==> src/rtl/apb_master_pkg.sv <==
// Shared types and encodings for the APB read-modify-write master.
package apb_master_pkg;

  typedef enum logic [1:0] {
    OP_READ    = 2'b00,
    OP_WRITE   = 2'b01,
    OP_RMW_ADD = 2'b10,
    OP_RSVD    = 2'b11
  } apb_op_t;

  // Bus state kept as plain constants so older tools and netlists see fixed codes.
  typedef logic [1:0] apb_mst_state_t;
  localparam apb_mst_state_t ST_IDLE   = 2'd0;
  localparam apb_mst_state_t ST_SETUP  = 2'd1;
  localparam apb_mst_state_t ST_ACCESS = 2'd2;

  // Which half of an atomic add is on the bus.
  typedef logic apb_phase_t;
  localparam apb_phase_t RD_PHASE = 1'b0;
  localparam apb_phase_t WR_PHASE = 1'b1;

endpackage

==> src/rtl/apb_wait_timer.sv <==
// Counts PREADY-low ACCESS cycles; flags the cycle whose increment reaches TIMEOUT.
module apb_wait_timer #(
  parameter int TIMEOUT = 16
) (
  input  logic PCLK,
  input  logic PRESET_N,
  input  logic clear,
  input  logic count_en,
  output logic expired
);

  generate
    if (TIMEOUT == 0) begin : g_off
      // Timeout disabled: no storage, never expires.
      logic unused_ok;
      assign unused_ok = ^{PCLK, PRESET_N, clear, count_en};
      assign expired   = 1'b0;
    end else begin : g_on
      localparam int CW = $clog2(TIMEOUT + 1);
      localparam logic [CW-1:0] LAST = CW'(TIMEOUT - 1);

      logic [CW-1:0] cnt;

      // Wait-cycle counter, restarted each time ACCESS is entered.
      always_ff @(posedge PCLK or negedge PRESET_N) begin
        if (!PRESET_N) begin
          cnt <= '0;
        end else if (clear) begin
          cnt <= '0;
        end else if (count_en) begin
          cnt <= cnt + 1'b1;
        end
      end

      // Combinational so the abort lands on the same edge the count reaches TIMEOUT.
      assign expired = count_en && (cnt == LAST);
    end
  endgenerate

endmodule

==> src/rtl/apb_rmw_master.sv <==
// APB3 master with READ, WRITE and atomic read-add-write, fed by a valid/ready port.
//
//  state     | meaning
//  ST_IDLE   | bus idle, cmd_ready high, responses issued here
//  ST_SETUP  | PSEL=1 PENABLE=0, address/direction/data stable
//  ST_ACCESS | PSEL=1 PENABLE=1, waiting on PREADY or timeout
module apb_rmw_master
  import apb_master_pkg::*;
#(
  parameter int ADDR_W  = 32,
  parameter int DATA_W  = 32,
  parameter int TIMEOUT = 16
) (
  input  logic              PCLK,
  input  logic              PRESET_N,
  input  logic              cmd_valid,
  output logic              cmd_ready,
  input  logic [1:0]        cmd_op,
  input  logic [ADDR_W-1:0] cmd_addr,
  input  logic [DATA_W-1:0] cmd_wdata,
  output logic              rsp_valid,
  output logic [DATA_W-1:0] rsp_data,
  output logic              rsp_err,
  output logic [ADDR_W-1:0] PADDR,
  output logic              PSEL,
  output logic              PENABLE,
  output logic              PWRITE,
  output logic [DATA_W-1:0] PWDATA,
  input  logic              PREADY,
  input  logic [DATA_W-1:0] PRDATA,
  input  logic              PSLVERR
);

  apb_mst_state_t    state;
  apb_phase_t        phase;
  apb_op_t           op_q;
  apb_op_t           cmd_op_e;
  logic [DATA_W-1:0] wdata_q;
  logic [DATA_W-1:0] old_q;
  logic              tmr_clear;
  logic              tmr_en;
  logic              tmr_expired;

  assign cmd_op_e  = apb_op_t'(cmd_op);
  assign cmd_ready = (state == ST_IDLE);
  assign PSEL      = (state != ST_IDLE);
  assign PENABLE   = (state == ST_ACCESS);

  // Timer restarts while in SETUP so it is zero on ACCESS entry.
  assign tmr_clear = (state == ST_SETUP);
  assign tmr_en    = (state == ST_ACCESS) && !PREADY;

  apb_wait_timer #(
    .TIMEOUT (TIMEOUT)
  ) u_timer (
    .PCLK     (PCLK),
    .PRESET_N (PRESET_N),
    .clear    (tmr_clear),
    .count_en (tmr_en),
    .expired  (tmr_expired)
  );

  // Bus sequencing, command capture and response generation.
  always_ff @(posedge PCLK or negedge PRESET_N) begin
    if (!PRESET_N) begin
      state     <= ST_IDLE;
      phase     <= RD_PHASE;
      op_q      <= OP_READ;
      wdata_q   <= '0;
      old_q     <= '0;
      PADDR     <= '0;
      PWRITE    <= 1'b0;
      PWDATA    <= '0;
      rsp_valid <= 1'b0;
      rsp_data  <= '0;
      rsp_err   <= 1'b0;
    end else begin
      rsp_valid <= 1'b0;
      case (state)
        ST_IDLE: begin
          if (cmd_valid) begin
            op_q    <= cmd_op_e;
            wdata_q <= cmd_wdata;
            if (cmd_op_e == OP_RSVD) begin
              // Reserved op never reaches the bus.
              rsp_valid <= 1'b1;
              rsp_err   <= 1'b1;
              rsp_data  <= '0;
            end else begin
              state  <= ST_SETUP;
              phase  <= RD_PHASE;
              PADDR  <= cmd_addr;
              PWRITE <= (cmd_op_e == OP_WRITE);
              PWDATA <= (cmd_op_e == OP_WRITE) ? cmd_wdata : '0;
            end
          end
        end

        ST_SETUP: begin
          state <= ST_ACCESS;
        end

        ST_ACCESS: begin
          if (PREADY) begin
            if ((op_q == OP_RMW_ADD) && (phase == RD_PHASE) && !PSLVERR) begin
              // Read half done: turn straight round into the write half.
              old_q  <= PRDATA;
              phase  <= WR_PHASE;
              state  <= ST_SETUP;
              PWRITE <= 1'b1;
              PWDATA <= PRDATA + wdata_q;
            end else begin
              state     <= ST_IDLE;
              PADDR     <= '0;
              PWRITE    <= 1'b0;
              PWDATA    <= '0;
              rsp_valid <= 1'b1;
              rsp_err   <= PSLVERR;
              if (op_q == OP_WRITE) begin
                rsp_data <= wdata_q;
              end else if (phase == WR_PHASE) begin
                rsp_data <= old_q;
              end else begin
                rsp_data <= PRDATA;
              end
            end
          end else if (tmr_expired) begin
            state     <= ST_IDLE;
            PADDR     <= '0;
            PWRITE    <= 1'b0;
            PWDATA    <= '0;
            rsp_valid <= 1'b1;
            rsp_err   <= 1'b1;
            rsp_data  <= '0;
          end
        end

        default: begin
          state <= ST_IDLE;
        end
      endcase
    end
  end

endmodule

==> config.mk <==
export PLATFORM = sky130hd
export DESIGN_NAME = apb_rmw_master
export DESIGN_NICKNAME = d
export VERILOG_FILES = /design/src/rtl/apb_master_pkg.sv /design/src/rtl/apb_wait_timer.sv /design/src/rtl/apb_rmw_master.sv
export SDC_FILE = /design/constraint.sdc
export NUM_CORES = 1
export LEC_CHECK = 0
export ABC_CLOCK_PERIOD_IN_PS = 4980
export CORE_MARGIN = 4
export CORE_UTILIZATION = 50
export CTS_CLUSTER_SIZE = 16
export DETAILED_ROUTE_END_ITERATION = 12
export PLACE_DENSITY = 0.82
export SETUP_SLACK_MARGIN = 0.05
export SLEW_MARGIN = 40
export SYNTH_ARGS = -nofsm -noshare
export SYNTH_HDL_FRONTEND = slang
export SYNTH_HIERARCHICAL = 1
export SYNTH_SLANG_ARGS = --single-unit
export TNS_END_PERCENT = 10
==> constraint.sdc <==
create_clock -name PCLK -period 4.98 [get_ports PCLK]
set_clock_uncertainty 0.05 [all_clocks]
set_input_delay 0.747 -clock PCLK [delete_from_list [all_inputs] [get_ports PCLK]]
set_output_delay 0.747 -clock PCLK [all_outputs]
set_load 0.02 [all_outputs]
# Yosys cells after proc, flatten, opt, wreduce, memory -nomap -nowiden
# Cells that the tools add are included.
# Widths: inputs -> output; s select.
[op_classes] addsub=2 n_eq_ne=14 muxes=50 bitwise=1 n_reduce_logical=17
[op_table] op="$mux 32" n=16
[op_table] op="$pmux 32 s2" n=3
[op_table] op="$add 32x32->32" n=1
[op_table] op="$mux 1" n=20
[op_table] op="$reduce_and 5->1" n=3
[op_table] op="$mux 5" n=2
[op_table] op="$mux 2" n=4
[op_table] op="$pmux 1 s2" n=4
[op_table] op="$eq 2x1->1 const B" n=3
[op_table] op="$eq 2x2->1 const B" n=3
[op_table] op="$ne 2x1->1 const B" n=3
[op_table] op="$pmux 2 s3" n=1
[op_table] op="$reduce_and 3->1" n=2
[op_table] op="$reduce_bool 2->1" n=3
[op_table] op="$add 5x1->5 const B" n=1
[op_table] op="$eq 5x4->1 const B" n=1
[op_table] op="$logic_and 1x1->1" n=4
[op_table] op="$ne 2x2->1 const B" n=2
[op_table] op="$reduce_and 4->1" n=1
[op_table] op="$ne 3x1->1 const B" n=1
[op_table] op="$ne 3x3->1 const B" n=1
[op_table] op="$logic_not 1->1" n=2
[op_table] op="$logic_not 2->1" n=1
[op_table] op="$reduce_and 2->1" n=1
[op_table] op="$not 1->1" n=1
[word_totals] ff_bits=173 input_bits=103 output_inout_bits=102 elab_cells=96

# Longest topological paths before layout
[depth] depth_word=6 ltp_mapped=11 depth_no_buf=10

# Cells and area by module
# Netlist, hierarchy kept.
[by_module_without_submodules] mod="apb_rmw_master" n_inst=1 cells_per_inst=942 area_per_inst_um2=8993.6 seq_area_each_um2=4204.0
[by_module_without_submodules] mod="apb_wait_timer" n_inst=1 cells_per_inst=24 area_per_inst_um2=285.3 seq_area_each_um2=125.1

# Worst setup path after synthesis
# No wires, ideal clock.
[synth_path] path_type="in2reg" start="input PRDATA[0]" end="register PWDATA[18]" setup_ns=0.131 arrival_time_ns=2.564 required_ns=4.799 setup_slack_ns=2.234 cell_stages=9 path_buffers=0 path_cell_list="ha_1 > fa_1 > a21oi_1 > o21ai_1 > a21oi_2 > a211oi_2 > or3_1 > a32oi_1 > o21ai_1"
[synth_between] elab_chain_cells=4
[synth_rtl] item="start, declared" line="apb_rmw_master.sv:30" rtl="input logic [DATA_W-1:0] PRDATA,"
[synth_rtl] item="$add 32x32->32" line="apb_rmw_master.sv:111" rtl="PWDATA <= PRDATA + wdata_q;"
[synth_rtl] item="$mux 32" line="apb_rmw_master.sv:105" rtl="if ((op_q == OP_RMW_ADD) && (phase == RD_PHASE) && !PSLVERR) begin"
[synth_rtl] item="$mux 32" line="apb_rmw_master.sv:104" rtl="if (PREADY) begin"
[synth_rtl] item="$pmux 32 s2" line="apb_rmw_master.sv:79" rtl="case (state)"
[synth_rtl] item="end signal, assigned" line="apb_rmw_master.sv:94" rtl="PWDATA <= (cmd_op_e == OP_WRITE) ? cmd_wdata : '0;"
[synth_rtl] item="end signal, assigned" line="apb_rmw_master.sv:111"
[synth_rtl] item="end, declared" line="apb_rmw_master.sv:28" rtl="output logic [DATA_W-1:0] PWDATA,"
# No other way between the ends.
# A chain may end at the register's enable or synchronous reset.

# Worst setup path after layout
[layout_path] start="input PREADY" end="register PWDATA[30]"
[layout_between] elab_chain_cells=5 word_cells_on_any_way=7 cone_classes="1 x eq/ne; 2 x mux; 4 x reduce/logical"
[layout_rtl] item="start, declared" line="apb_rmw_master.sv:29" rtl="input logic PREADY,"
[layout_rtl] item="$logic_not 1->1" line="apb_rmw_master.sv:51" rtl="assign tmr_en = (state == ST_ACCESS) && !PREADY;"
[layout_rtl] item="$logic_and 1x1->1" line="apb_rmw_master.sv:51"
[layout_rtl] item="net tmr_en" line="apb_rmw_master.sv:41" rtl="logic tmr_en;"
[layout_rtl] item="$logic_and 1x1->1" line="apb_wait_timer.sv:36" rtl="assign expired = count_en && (cnt == LAST);"
[layout_rtl] item="net tmr_expired" line="apb_rmw_master.sv:42" rtl="logic tmr_expired;"
[layout_rtl] item="$ne 3x1->1 (no source line)"
[layout_rtl] item="$reduce_and 4->1 (no source line)"
# The timed path passes the listed nets, and every way through them passes these cells.

==> qor.txt <==
Final Hold Fails: 0
Clock network fraction of total power: 0.171
Warning count from the yosys run: 6
Slew HR: 0.5867
TritonCTS clock tree: yes
Detail Route Antenna Nets: 0
Resize count post-CTS: 0
Nets: 1280
Final Util: 0.6700
Worst Setup Start Kind: primary input
Dpl cells: 1352
Fmax: 309.0 MHz
Peak supply drop: 0.3826 mV
Initial antenna violation count: 3
Max-Cap Viols: 0
CTS H-tree lvls: 4
WS Path Type: primary input to flip-flop
Hold_ws: 99.14 ps
Yosys reg bits: 173
Area Overhead vs Synth: 30.60%
Synth Flop Type: dfrtp_1
Routed length per instance: 19.60 um
Leading cell types by count after synthesis: nand2_1 (178), dfrtp_1 (173), a21oi_1 (84), nor2_1 (81), mux2i_1 (36)
Post-route design area: 12120 um2
DRT iter0 DRCs: 728
Setup TNS: 0 ps
Top fanout value on the critical path: 24
Total CTS buffers: 17
Post-synth EDFFs: 0
Mapped Area: 9279 um2
Fillcell total: 1426
Pwr/cell area: 658.1 nW/um2
Post-CTS Hold Fix Bufs: 0
First-pass GRT wire length: 43.00 mm
Worst skew pair latency: 440 ps
CTS clock-pin slew for the worst setup and hold paths: 70 ps
DP Area: 11480 um2
Routed vias/inst: 5.915
Top post-synthesis cells by area: dfrtp_1 (47%), nand2_1 (7.2%), a21oi_1 (4.5%)
Initial Util: 0.5130
Ys async rst share: 1.000
Comb power frac: 0.518
Final Max Tran Viols: 0
Post-Synthesis Cells: 966
Detailed Routing Iterations Pass 1: 5
Die area: 20800 um2
Mapped Nets: 1103
Core Box Area: 18090 um2
Non-Filler Instances: 1388
Post-CTS Setup Bufs: 0
# IOs: 205
GR Overflow Total: 0
Global-route usage over all layers: 0.2618
Crit path arrival time: 3500 ps
Vias: 8210
Hold Crit Class: primary input to async pin
Worst EP required: 5240 ps
Distinct cells, synth: 70
Count leader, synth: nand2_1
Clock Tree Buf Depth: 2
RSZ-0062 raised after global routing: no
Vias in the first global route: 8100
Sequential area share after synthesis: 0.4666
P_int: 0.004579 W
Num Clock Sinks: 173
Setup crit end kind: flip-flop
# DRC: 0
Cell taking the most area after synthesis: dfrtp_1
Net Sw Power: 0.003396 W
Outcome: complete, no violations
Final Cycle Share: 0.6499
Mean area per synthesized cell: 9.605 um2
Final min period: 3237 ps
Worst Tran Pin Value: 619.9 ps
Sw Ratio: 0.4258
Reg power frac: 0.311
Global placement routability congestion: 0.9044
Leak pwr: 5.308 nW
Port bufs: 204
Layout cells sized above 1: 0.09516
Final setup violation count: 0
FP Rows: 49
Share of the synthesized area in the top cell type: 0.4666
Die H: 144.2 um
Final WL: 27.21 mm
HPWL after DPL: 19.88 mm
Die width: 144.2 um
Root buf cell: clkbuf_16
Largest net degree at the start of global routing: 105
-- path summary, 6_finish.rpt --
kind,startpoint,to,slack (ps),cells after the start
worst max-delay path,PREADY,PWDATA[30]$_DFFE_PN0P_,1740,10
worst min-delay path,PRESET_N,rsp_valid$_DFF_PN0_,100,1
worst max register to register,state[0]$_DFFE_PN0P_,PWDATA[30]$_DFFE_PN0P_,1770,10
worst min register to register,old_q[14]$_DFFE_PN0P_,old_q[14]$_DFFE_PN0P_,430,2
max in group asynchronous,PRESET_N,wdata_q[18]$_DFFE_PN0P_,3610,3
min in group PCLK,old_q[14]$_DFFE_PN0P_,old_q[14]$_DFFE_PN0P_,430,2
-- layout make-up --
type,instances,area [um2],share of cell area
timing repair buffer,219,2187,0.1805
multi-input combinational,726,4679,0.3862
clock inverter,15,178.9,0.01477
sequential,173,4330,0.3574
tap,229,286.5,0.02364
clock buffer,17,425.4,0.03511
antenna,3,7.507,0.0006195
inverter,6,22.52,0.001859
-- placed cells by master, fill, tap and decap left out, types with 4 or more instances in the layout --
cell	Yosys	final
clkdlybuf4s50_1	0	203
nand2_1	178	178
dfrtp_1	173	172
a21oi_1	84	84
nor2_1	81	81
mux2i_1	36	36
o31ai_1	35	35
mux2_2	35	35
ha_1	33	33
a22o_1	32	32
o21ai_1	21	21
o21ai_0	20	20
xor2_1	18	18
clkbuf_16	0	17
buf_4	0	13
a21o_1	11	10
nand3_1	10	10
and3_1	10	9
o211ai_1	8	8
nand4_1	8	8
xnor2_1	8	8
nand2b_1	7	7
a221oi_1	7	7
o21a_1	6	6
nor3_1	5	5
inv_1	5	5
a31oi_1	5	5
o22ai_1	5	5
or3_1	5	5
a211oi_1	4	4
inv_6	0	4
-- registers in the layout, indices dropped and copies added, names as in the netlist, 2 cells and up --
register and count:
wdata_q 32, rsp_data 32, old_q 32, PWDATA 32, PADDR 32, op_q 2, u_timer/g_on.cnt 5, state 2
-- logic make-up after synthesis --
group                    after synthesis  synth area share
AO/OA/AOI/OAI                        264            0.1892
multiplexers                          72           0.08293
AND/OR/NAND/NOR                      330            0.1575
adder cells (fa/ha/maj)               34           0.04666
flip-flops                           173            0.4666
buffers and inverters                 67           0.03263
XOR/XNOR                              26           0.02454
-- critical path, cell delays in order --
cell and delay [ps]:
clkdlybuf4s50_1 490, nor2_1 510, and2_1 240, o21ai_1 80, o21ai_0 180, nor2b_2 420, buf_4 360, mux2i_1 210
o311a_1 170, o311ai_1 80
-- routing by layer --
layer | GRT usage | share of wire | wire (um)
met3 | 0.05093 | 0.084 | 2295
met4 | 0.08198 | 0.025 | 689
met2 | 0.4177 | 0.47 | 12710
met5 | 0 | 0 | 0
met1 | 0.3638 | 0.42 | 11510
-- power by group through the flow --
stage	logic, W	clock network (W)	registers (W)
finish	0.00413	0.00137	0.00248
global placement	0.00397	0	0.00246
floorplan	0.00224	0	0.00277
detailed placement	0.00406	0	0.00249
global route	0.00448	0.00144	0.00255
CTS	0.00411	0.00139	0.00247
-- per-stage QoR --
stage | power [W] | worst slack [ps]
4_1_cts | 0.007963 | 1781
3_5_place_dp | 0.006551 | 1325
3_3_place_gp | 0.006432 | 1379
5_1_grt | 0.008475 | 1513
2_1_floorplan | 0.005013 | 2234
6_report | 0.007974 | 1743
No activity file was read; power rests on OpenSTA's default activity.
